===== src/rtl/rom_arb_pkg.sv =====
// ============================================================================
// Module   : rom_arb_pkg
// Purpose  : shared types and constants for the boot-ROM port arbiter
// Revision : 1.0
// ============================================================================
`default_nettype none

package rom_arb_pkg;

  typedef enum logic [1:0] {
    ST_IDLE = 2'd0,
    ST_BUSY = 2'd1,
    ST_RESP = 2'd2
  } state_t;

  typedef enum logic {
    OWN_I = 1'b0,
    OWN_D = 1'b1
  } owner_t;

  localparam logic [31:0] RESET_VECTOR = 32'hBFC00000;

endpackage

`default_nettype wire


===== src/rtl/rr_arbiter2.sv =====
// ============================================================================
// Module   : rr_arbiter2
// Purpose  : two-way round-robin arbiter (fetch vs data) with last-grant memory
// Revision : 1.0
// ============================================================================
`default_nettype none

module rr_arbiter2
  import rom_arb_pkg::*;
(
  input  logic   clk,
  input  logic   reset,
  input  logic   i_enable,
  input  logic   i_req_fetch,
  input  logic   i_req_data,
  output logic   o_gnt_valid,
  output owner_t o_gnt_owner
);

  owner_t r_last;

  // On a tie the requester that did not win last time is served.
  always_comb begin
    o_gnt_owner = OWN_I;
    if (i_req_fetch && i_req_data) begin
      o_gnt_owner = (r_last == OWN_I) ? OWN_D : OWN_I;
    end else if (i_req_data) begin
      o_gnt_owner = OWN_D;
    end
  end

  assign o_gnt_valid = i_enable && (i_req_fetch || i_req_data);

  always_ff @(posedge clk) begin
    if (reset) begin
      r_last <= OWN_I;
    end else if (o_gnt_valid) begin
      r_last <= o_gnt_owner;
    end
  end

endmodule

`default_nettype wire


===== src/rtl/rom_port_arbiter.sv =====
// ============================================================================
// Module   : rom_port_arbiter
// Purpose  : shares the boot/instruction ROM read port between I and D paths
// Revision : 1.0
// ============================================================================
`default_nettype none

module rom_port_arbiter
  import rom_arb_pkg::*;
#(
  parameter logic [31:0] ROM_BASE    = RESET_VECTOR,
  parameter int          ROM_BYTES   = 3500,
  parameter int          WAIT_STATES = 0
) (
  input  logic        clk,
  input  logic        reset,
  input  logic        i_req,
  input  logic [31:0] i_addr,
  output logic        i_ready,
  output logic        i_rvalid,
  output logic [31:0] i_rdata,
  output logic        i_err,
  input  logic        d_req,
  input  logic [31:0] d_addr,
  output logic        d_ready,
  output logic        d_rvalid,
  output logic [31:0] d_rdata,
  output logic        d_err,
  output logic [31:0] rom_addr,
  input  logic [31:0] rom_data,
  output logic        busy
);

  localparam logic [3:0]  c_wait    = 4'(WAIT_STATES);
  localparam logic [32:0] c_win_end = {1'b0, ROM_BASE} + 33'(ROM_BYTES);

  state_t      r_state;
  state_t      w_state_nxt;
  owner_t      r_owner;
  owner_t      w_gnt_owner;
  logic        w_gnt_valid;
  logic [31:0] r_addr;
  logic [31:0] w_addr_sel;
  logic [3:0]  r_cnt;
  logic        w_addr_ok;
  logic        w_accept;

  rr_arbiter2 u_rr (
    .clk         (clk),
    .reset       (reset),
    .i_enable    ((r_state == ST_IDLE) && !reset),
    .i_req_fetch (i_req),
    .i_req_data  (d_req),
    .o_gnt_valid (w_gnt_valid),
    .o_gnt_owner (w_gnt_owner)
  );

  assign w_accept   = w_gnt_valid;
  assign w_addr_sel = (w_gnt_owner == OWN_D) ? d_addr : i_addr;

  // 33-bit compare so a word near 2^32 cannot wrap back into the window.
  assign w_addr_ok = (w_addr_sel[1:0] == 2'b00)
                  && ({1'b0, w_addr_sel} >= {1'b0, ROM_BASE})
                  && (({1'b0, w_addr_sel} + 33'd4) <= c_win_end);

  always_ff @(posedge clk) begin
    if (reset) begin
      r_state <= ST_IDLE;
    end else begin
      r_state <= w_state_nxt;
    end
  end

  always_comb begin
    w_state_nxt = r_state;
    case (r_state)
      ST_IDLE: if (w_accept) w_state_nxt = w_addr_ok ? ST_BUSY : ST_RESP;
      ST_BUSY: if (r_cnt == 4'd0) w_state_nxt = ST_RESP;
      ST_RESP: w_state_nxt = ST_IDLE;
      default: w_state_nxt = ST_IDLE;
    endcase
  end

  always_comb begin
    i_ready  = w_accept && (w_gnt_owner == OWN_I);
    d_ready  = w_accept && (w_gnt_owner == OWN_D);
    i_rvalid = (r_state == ST_RESP) && (r_owner == OWN_I);
    d_rvalid = (r_state == ST_RESP) && (r_owner == OWN_D);
    busy     = (r_state != ST_IDLE);
    rom_addr = (r_state == ST_BUSY) ? r_addr : ROM_BASE;
  end

  always_ff @(posedge clk) begin
    if (reset) begin
      r_owner <= OWN_I;
      r_addr  <= ROM_BASE;
      r_cnt   <= 4'd0;
      i_rdata <= 32'd0;
      i_err   <= 1'b0;
      d_rdata <= 32'd0;
      d_err   <= 1'b0;
    end else begin
      if (r_state == ST_IDLE && w_accept) begin
        r_owner <= w_gnt_owner;
        r_addr  <= w_addr_sel;
        r_cnt   <= c_wait;
        // Rejected accesses answer immediately and never touch the ROM.
        if (!w_addr_ok) begin
          if (w_gnt_owner == OWN_D) begin
            d_rdata <= 32'd0;
            d_err   <= 1'b1;
          end else begin
            i_rdata <= 32'd0;
            i_err   <= 1'b1;
          end
        end
      end
      if (r_state == ST_BUSY) begin
        if (r_cnt == 4'd0) begin
          if (r_owner == OWN_D) begin
            d_rdata <= rom_data;
            d_err   <= 1'b0;
          end else begin
            i_rdata <= rom_data;
            i_err   <= 1'b0;
          end
        end else begin
          r_cnt <= r_cnt - 4'd1;
        end
      end
    end
  end

endmodule

`default_nettype wire

===== config.mk =====
export PLATFORM = sky130hd
export DESIGN_NAME = rom_port_arbiter
export DESIGN_NICKNAME = d
export VERILOG_FILES = /design/src/rtl/rom_arb_pkg.sv /design/src/rtl/rr_arbiter2.sv /design/src/rtl/rom_port_arbiter.sv
export SDC_FILE = /design/constraint.sdc
export NUM_CORES = 1
export LEC_CHECK = 0
export ABC_CLOCK_PERIOD_IN_PS = 7900
export CAP_MARGIN = 40
export CORE_MARGIN = 8
export CORE_UTILIZATION = 40
export DETAILED_ROUTE_END_ITERATION = 6
export PLACE_DENSITY = 0.81
export SETUP_SLACK_MARGIN = 0.2
export SLEW_MARGIN = 5
export SYNTH_ARGS = -nofsm -noshare
export SYNTH_HDL_FRONTEND = slang
export SYNTH_SLANG_ARGS = --single-unit

===== constraint.sdc =====
create_clock -name clk -period 7.9 [get_ports clk]
set_input_delay 1.975 -clock clk [delete_from_list [all_inputs] [get_ports clk]]
set_output_delay 1.975 -clock clk [all_outputs]
set_load 0.05 [all_outputs]

==> impl_metrics.yaml, run 1 <==
place:
  hpwlAfterDp_microns: 14000
  place.gp.congestion: 0.980
  portBuffers: 202
sta:
  report.final.setup_viol: 0
  fin_tns_setup_ns: 0
  fmax_ghz: 0.161
  timing.final.crit_period_ns: 6.20
  grt_setup_unrepaired: "false"
  slew_viol_final: 0
  finalCritPeriodShare: 0.784
  maxSlewHeadroom: 0.420
  worst_slew_pin_slew_ns: 0.869
  finalHoldViolations: 0
  finalClockSkew_ns: 0.00810
clocking:
  cts_buffers: 9
  h_tree_levels: 3
  post-cts-setup-buffers: 0
  cts.path.max_buffers: 2
  clock_pin_slew_worst_setup_and_hold_paths_ns: 0.08
  number_of_buffers_inserted_for_hold_repair_after_clock_tree_synthesis: 0
  root_buffer: "sky130_fd_sc_hd__clkbuf_16"
  cts_sinks: 106
  cts_tree: "built"
  cts_resized: 0
  insertion_delay_to_the_later_sink_of_the_worst_skew_pair_ns: 0.36
synthesis:
  mappedNetlistNets: 832
  yosys_most_used_dff: "sky130_fd_sc_hd__dfxtp_1"
  number_of_enable_flip_flop_cells_after_synthesis: 0
  synth.cell_area_sq_um: 5980
  synthesis.yosys.warnings: 0
  number_of_distinct_library_cell_variants_in_the_gate_level_netlist_after_synthesis: 62
  ys_async_sr_fraction: 0
  synth_sequential_area_ratio: 0.355
  postSynthRegisterBits: 106
  synthCells: 729
  syn_area_cell_sq_um: 8.21
routing:
  met2WireLength_microns: 8890
  wirelength_met1_microns: 8500
  drt_first_pass_iters: 6
  number_of_remaining_drc_errors: 0
  detailedRoute.firstIterationViolations: 720
  wl_per_cell_microns: 18.5
  totalWireLength_microns: 19900
  route.vias.total: 6319
  antenna_left: 0
  routed_via_density: 5.87
  wl_met3_microns: 2140
  highest-signal-layer: "met5"
setup_path:
  r2r_start: "u_rr.r_last"
  reg2reg_slack_ns: 3.42
  length_in_cells_of_the_worst_reg_to_reg_path: 14
  cp-startpoint: "i_req"
  cp_max_fo: 67
  critical_path_required_ns: 8.11
  arrival_ns: 6.40
  setup.worst_path.end_class: "flip-flop"
  crit-reg2reg-capture: "d_rdata[19]"
  timing.critical_path.from_type: "input pin"
  worst-setup-path-type: "input pin to flip-flop"
global_routing:
  grt.total_usage: 0.197
  maximum_number_of_pins_on_one_net_before_global_route_repair: 68
  grt_pass1_wl_microns: 31700
  first_global_vias: 5857
  overflow: 0
  grt_antenna_before_repair: 1
finish:
  drive_above_1_share: 0.0840
  antenna-diode-count: 0
  final_nets: 991
  area_delta_synth_final_pct: 39.4
min_path:
  worst_hold_startpoint: "r_addr[29]"
  min_delay_path_depth: 1
  hold_path_end: "r_addr[29]"
  hold_path_class: "flip-flop to flip-flop"
outcome:
  outcome: "complete, no violations"
run:
  maxCapViolations: 0
die:
  placeableCoreArea_sq_um: 14600
  dieHeight_microns: 138
  site_rows: 44
  die_area_sq_um: 19100
  ioPinCount: 203
  die-width_microns: 138
  initial_utilization: 0.410
power:
  design_power_total_mw: 1.28
  power_density_nw_per_um2: 153
  p_leak_nw: 2.96
  ir_drop_mv: 0.100
cell usage in the layout, fill, tap and decap left out, drive strengths merged, types with 8 or more instances in the layout:
master	netlist	final
dfxtp	106	106
mux2i	25	25
a21oi	18	18
inv	7	11
nor3	13	13
buf	12	12
and2	29	29
clkdlybuf4s50	0	201
a211oi	20	20
and3	8	8
nand2	113	113
nor2	47	47
nand4	14	14
nand2b	14	14
nand3	22	22
clkbuf	53	10
o21ai	72	72
a32oi	66	66
a211o	8	8
xnor2	8	8
metal layers:
metal / vias to the layer above / track usage
met2: 326 / 0.307
met3: 37 / 0.0764
met1: 2922 / 0.249
met4: 2 / 0.0498
met5: - / 0
li1: 3032 / -
cells by family (layout without fill, tap and decap cells):
group / count (synthesis) / count (layout) / share of synthesized area
xor gates and xnor gates: 9 / 9 / 0.0132
adders and majority gates: 3 / 3 / 0.00627
and+or+nand+nor: 295 / 295 / 0.244
buffers and inverters: 72 / 236 / 0.0598
muxes: 28 / 28 / 0.0475
DFF: 106 / 106 / 0.355
AOI/OAI and AO/OA: 216 / 216 / 0.274
flip-flops by register name, indices dropped and copies added (netlist names):
register / cells
d_rdata: 32
i_rdata: 32
r_addr: 32
r_cnt: 4
r_state: 2
d_err: 1
i_err: 1
r_owner: 1
u_rr.r_last: 1
worst max-delay path, cell delays in order:
cell                              delay, ns
sky130_fd_sc_hd__clkdlybuf4s50_1       0.56
sky130_fd_sc_hd__a21bo_2               0.57
sky130_fd_sc_hd__nand2_1               0.11
sky130_fd_sc_hd__nand2_1               0.14
sky130_fd_sc_hd__ha_1                  0.39
sky130_fd_sc_hd__inv_1                 0.12
sky130_fd_sc_hd__or4_1                 0.59
sky130_fd_sc_hd__o211a_1               0.14
sky130_fd_sc_hd__a311oi_1              0.29
sky130_fd_sc_hd__o21ai_0               0.14
sky130_fd_sc_hd__nand3_1               0.10
sky130_fd_sc_hd__nor2_1                0.07
sky130_fd_sc_hd__nor4b_4               0.23
sky130_fd_sc_hd__buf_4                 0.69
sky130_fd_sc_hd__o21ai_0               0.21
cell usage after synthesis, types with 3 or more instances:
master | n | area, sq um
sky130_fd_sc_hd__nand4_1 | 14 | 87.6
sky130_fd_sc_hd__nor3b_1 | 4 | 30.0
sky130_fd_sc_hd__mux2i_1 | 25 | 250
sky130_fd_sc_hd__nand2_1 | 113 | 424
sky130_fd_sc_hd__dfxtp_1 | 106 | 2120
sky130_fd_sc_hd__o21ai_2 | 30 | 263
sky130_fd_sc_hd__nor4_1 | 6 | 37.5
sky130_fd_sc_hd__a31oi_1 | 3 | 18.8
sky130_fd_sc_hd__and2_1 | 29 | 181
sky130_fd_sc_hd__or3_1 | 4 | 25.0
sky130_fd_sc_hd__buf_4 | 4 | 30.0
sky130_fd_sc_hd__o211ai_1 | 3 | 22.5
sky130_fd_sc_hd__ha_1 | 3 | 37.5
sky130_fd_sc_hd__nand2b_1 | 14 | 87.6
sky130_fd_sc_hd__o22ai_1 | 5 | 31.3
sky130_fd_sc_hd__inv_1 | 7 | 26.3
sky130_fd_sc_hd__buf_12 | 3 | 60.1
sky130_fd_sc_hd__nor3_1 | 12 | 60.1
sky130_fd_sc_hd__xnor2_1 | 8 | 70.1
sky130_fd_sc_hd__a311oi_1 | 7 | 61.3
sky130_fd_sc_hd__mux2_2 | 3 | 33.8
sky130_fd_sc_hd__nand3_1 | 22 | 110
sky130_fd_sc_hd__a21oi_1 | 18 | 90.1
sky130_fd_sc_hd__and3_1 | 8 | 50.1
sky130_fd_sc_hd__clkbuf_2 | 5 | 25.0
sky130_fd_sc_hd__a32oi_1 | 66 | 578
sky130_fd_sc_hd__a211oi_1 | 20 | 150
sky130_fd_sc_hd__a211o_1 | 8 | 70.1
sky130_fd_sc_hd__clkbuf_1 | 48 | 180
sky130_fd_sc_hd__o21ai_0 | 42 | 210
sky130_fd_sc_hd__nor2_1 | 47 | 176
area by class of cell:
class / count / area [sq um]
clock inverters: 6 / 65.1
clock buffers: 10 / 239
well taps: 184 / 230
flip-flops and latches: 106 / 2120
multi-input cells: 551 / 3550
inverters: 7 / 26.3
fillers: 1306 / 6250
repair buffers: 213 / 2110
where the power goes:
part,switching (mW),total [mW],internal (mW),leakage (nW)
sequential,0.0120,0.568,0.556,0.864
combinational,0.145,0.245,0.101,1.94
clock,0.231,0.464,0.233,0.150
total,0.388,1.28,0.890,2.96
stage by stage:
step / setup slack (ns) / hold slack (ns) / std cells / area (sq um) / utilization
after detailed placement: 1.39 / 0.441 / 1061 / 8040 / 0.551
final: 1.70 / 0.455 / 1077 / 8340 / 0.572
after floorplan: 1.73 / 0.426 / 729 / 5980 / -
after CTS: 1.74 / 0.460 / 1077 / 8340 / 0.572
after global placement: 1.52 / 0.435 / 1060 / 8020 / 0.550
after global routing: 1.29 / 0.482 / 1077 / 8340 / 0.572
worst max-delay path by stage:
stage                   to  slack (ns)
3_3_place_gp   d_rdata[15]        1.52
2_1_floorplan  i_rdata[10]        1.73
4_1_cts            d_ready        1.74
5_1_grt        d_rdata[18]        1.29
3_5_place_dp   d_rdata[27]        1.39
6_report       d_rdata[19]        1.70
Note: power is estimated with default switching activity, not from simulation.
==> inputs of run 2 (changes only) <==
--- a/config.mk
+++ b/config.mk
@@ -5,7 +5,7 @@
 export SDC_FILE = /design/constraint.sdc
 export NUM_CORES = 1
 export LEC_CHECK = 0
-export ABC_CLOCK_PERIOD_IN_PS = 7900
+export ABC_CLOCK_PERIOD_IN_PS = 5900
 export CAP_MARGIN = 40
 export CORE_MARGIN = 8
 export CORE_UTILIZATION = 40
==> constraint.sdc (replaced) <==
create_clock -name clk -period 5.9 [get_ports clk]
set_input_delay 1.475 -clock clk [delete_from_list [all_inputs] [get_ports clk]]
set_output_delay 1.475 -clock clk [all_outputs]
set_load 0.05 [all_outputs]
==> run 2 against run 1 <==
Against the previous run:
- die area unchanged
- via count increased by 0.25%
- setup slack got worse by 0.96 ns
- largest cell class unchanged
- largest power group unchanged
==> impl_metrics.yaml, run 2 (synthesis results as in run 1) <==
finish:
  finalInstanceArea_sq_um: 8430
  ff_latch_area_sq_um: 2120
  layout.filler_cells: 1283
  area_delta_synth_final_pct: 40.8
  area_used_by_multi_input_combinational_logic_sq_um: 3550
  drive_above_1_share: 0.0901
  finish.utilization: 0.578
  antenna-diode-count: 0
  final_nets: 998
  most-common-layout-cells: "201 x sky130_fd_sc_hd__clkdlybuf4s50_1, 113 x sky130_fd_sc_hd__nand2_1, 106 x sky130_fd_sc_hd__dfxtp_1, 66 x sky130_fd_sc_hd__a32oi_1, 45 x sky130_fd_sc_hd__nor2_1"
  layout.cells.most_common: "sky130_fd_sc_hd__clkdlybuf4s50_1"
  largestRegisters: "d_rdata x32, i_rdata x32, r_addr x32"
setup_path:
  timing.critical_path.cells: "clkdlybuf4s50_1, a21bo_2, buf_4, nor2_1, clkdlybuf4s50_1"
  timing.critical_path.mode_cell: "sky130_fd_sc_hd__clkdlybuf4s50_1"
  worst-setup-path-type: "input pin to primary output"
  worstPathBufferInverterCount: 3
  timing.critical_path.from_type: "input pin"
  crit-reg2reg-capture: "d_rdata[15]"
  critical_path_required_ns: 4.43
  critPathTopFamily: "buffers and inverters"
  r2r_start: "u_rr.r_last"
  reg2reg_slack_ns: 2.22
  worst_path_max_delay_cell: "sky130_fd_sc_hd__clkdlybuf4s50_1"
  crit_path_max_incr_delay_ns: 0.85
  arrival_ns: 3.68
  cp_max_fo: 30
  setup.worst_path.end_class: "primary output"
  length_in_cells_of_the_worst_reg_to_reg_path: 15
routing:
  antenna_left: 0
  routed_via_density: 5.85
  detailedRoute.firstIterationViolations: 660
  route.vias.total: 6335
  wl_per_cell_microns: 18.7
  totalWireLength_microns: 20300
  number_of_remaining_drc_errors: 0
  drt_first_pass_iters: 6
min_path:
  worst_hold_startpoint: "r_addr[27]"
  hold_path_end: "r_addr[27]"
  hold_path_class: "flip-flop to flip-flop"
  min_delay_path_depth: 1
die:
  site_rows: 44
  ioPinCount: 203
  die-width_microns: 138
  placeableCoreArea_sq_um: 14600
  die_area_sq_um: 19100
  initial_utilization: 0.410
  dieHeight_microns: 138
clocking:
  cts.path.max_buffers: 2
  cts_tree: "built"
  insertion_delay_to_the_later_sink_of_the_worst_skew_pair_ns: 0.36
  number_of_buffers_inserted_for_hold_repair_after_clock_tree_synthesis: 0
  post-cts-setup-buffers: 0
  cts_buffers: 9
  h_tree_levels: 3
  cts_sinks: 106
  cts_resized: 0
  root_buffer: "sky130_fd_sc_hd__clkbuf_16"
  clock_pin_slew_worst_setup_and_hold_paths_ns: 0.07
sta:
  fmax_ghz: 0.194
  whs_ns: 0.453
  slack_of_the_critical_path_ns: 0.742
  report.final.setup_viol: 0
  finalClockSkew_ns: 0.0134
  slew_viol_final: 0
  worst_slew_pin_slew_ns: 0.641
  finalCritPeriodShare: 0.874
  maxSlewHeadroom: 0.573
  grt_setup_unrepaired: "false"
  timing.final.crit_period_ns: 5.16
  finalHoldViolations: 0
  fin_tns_setup_ns: 0
outcome:
  outcome: "complete, no violations"
global_routing:
  first_global_vias: 5988
  overflow: 0
  grt_pass1_wl_microns: 32800
  grt.total_usage: 0.205
  maximum_number_of_pins_on_one_net_before_global_route_repair: 68
  grt_antenna_before_repair: 0
power:
  power.sequential.fraction: 0.442
  switching_share: 0.291
  power_density_nw_per_um2: 205
  p_leak_nw: 3.00
  ir_drop_mv: 0.134
  switchingPower_mw: 0.502
  power_report.internal_total_mw: 1.22
  combPwrFrac: 0.195
  clock_network_fraction_of_design_power: 0.363
place:
  place.gp.congestion: 0.980
  hpwlAfterDp_microns: 14900
  post_dp_cell_area_sq_um: 8120
  setup_slack_placement_ns: 0.679
  portBuffers: 202
run:
  maxCapViolations: 0
run 2: cell count changes in the layout (fill, tap and decap cells not counted):
cell                         before  now
sky130_fd_sc_hd__clkinv_4         1    0
sky130_fd_sc_hd__buf_16           0    1
sky130_fd_sc_hd__inv_8            2    1
sky130_fd_sc_hd__bufinv_16        0    1
sky130_fd_sc_hd__clkbuf_8         1    0
sky130_fd_sc_hd__buf_4           10   15
sky130_fd_sc_hd__clkinvlp_4       0    1
sky130_fd_sc_hd__buf_8            0    1
run 2: area by class of cell:
type,instances,share of cell area
multi-input cells,551,0.421
flip-flops and latches,106,0.252
well taps,184,0.0273
repair buffers,220,0.260
clock inverters,6,0.00980
inverters,7,0.00312
clock buffers,9,0.0267
run 2: how the worst max path moves through the flow:
stage / from / end / slack (ns) / cells after the start
floorplan: d_req / i_rdata[10] / 0.23 / 21
detailed placement: d_req / d_rdata[14] / 0.68 / 16
CTS: i_req / i_ready / 0.77 / 5
global route: d_req / d_ready / 0.68 / 5
global placement: i_req / d_err / 0.76 / 12
finish: d_req / d_ready / 0.74 / 5
run 2: layer usage:
| layer | track usage | vias up | wire, microns |
|---|---|---|---|
| li1 | - | 3049 | - |
| met1 | 0.261 | 2922 | 8660 |
| met2 | 0.314 | 317 | 9130 |
| met3 | 0.0651 | 47 | 1910 |
| met4 | 0.0812 | 0 | 586 |
| met5 | 0 | - | 0 |
run 2: power by group through the flow:
| stage | registers, mW | clock network [mW] | logic [mW] |
|---|---|---|---|
| after floorplan | 0.784 | 0 | 0.185 |
| after global placement | 0.777 | 0 | 0.329 |
| after detailed placement | 0.778 | 0 | 0.331 |
| after CTS | 0.761 | 0.644 | 0.333 |
| after global routing | 0.765 | 0.673 | 0.361 |
| final | 0.761 | 0.626 | 0.336 |
run 2: worst reg2reg max path: stages (launching register included):
cell	delay (ns)
sky130_fd_sc_hd__dfxtp_1	0.38
sky130_fd_sc_hd__a21boi_4	0.41
sky130_fd_sc_hd__mux2i_1	0.23
sky130_fd_sc_hd__inv_1	0.10
sky130_fd_sc_hd__ha_1	0.16
sky130_fd_sc_hd__buf_4	0.17
sky130_fd_sc_hd__nand4_1	0.10
sky130_fd_sc_hd__or3_1	0.37
sky130_fd_sc_hd__o211a_1	0.15
sky130_fd_sc_hd__a311oi_1	0.32
sky130_fd_sc_hd__o21ai_0	0.14
sky130_fd_sc_hd__nand3_1	0.11
sky130_fd_sc_hd__nor2_1	0.07
sky130_fd_sc_hd__nor4b_4	0.28
sky130_fd_sc_hd__buf_12	0.34
sky130_fd_sc_hd__o21ai_0	0.24
run 2: through the flow:
step                      power [mW]  cells
final                           1.72   1083
after CTS                       1.74   1083
after detailed placement        1.11   1068
after floorplan                0.969    729
after global placement          1.11   1066
after global routing            1.80   1083
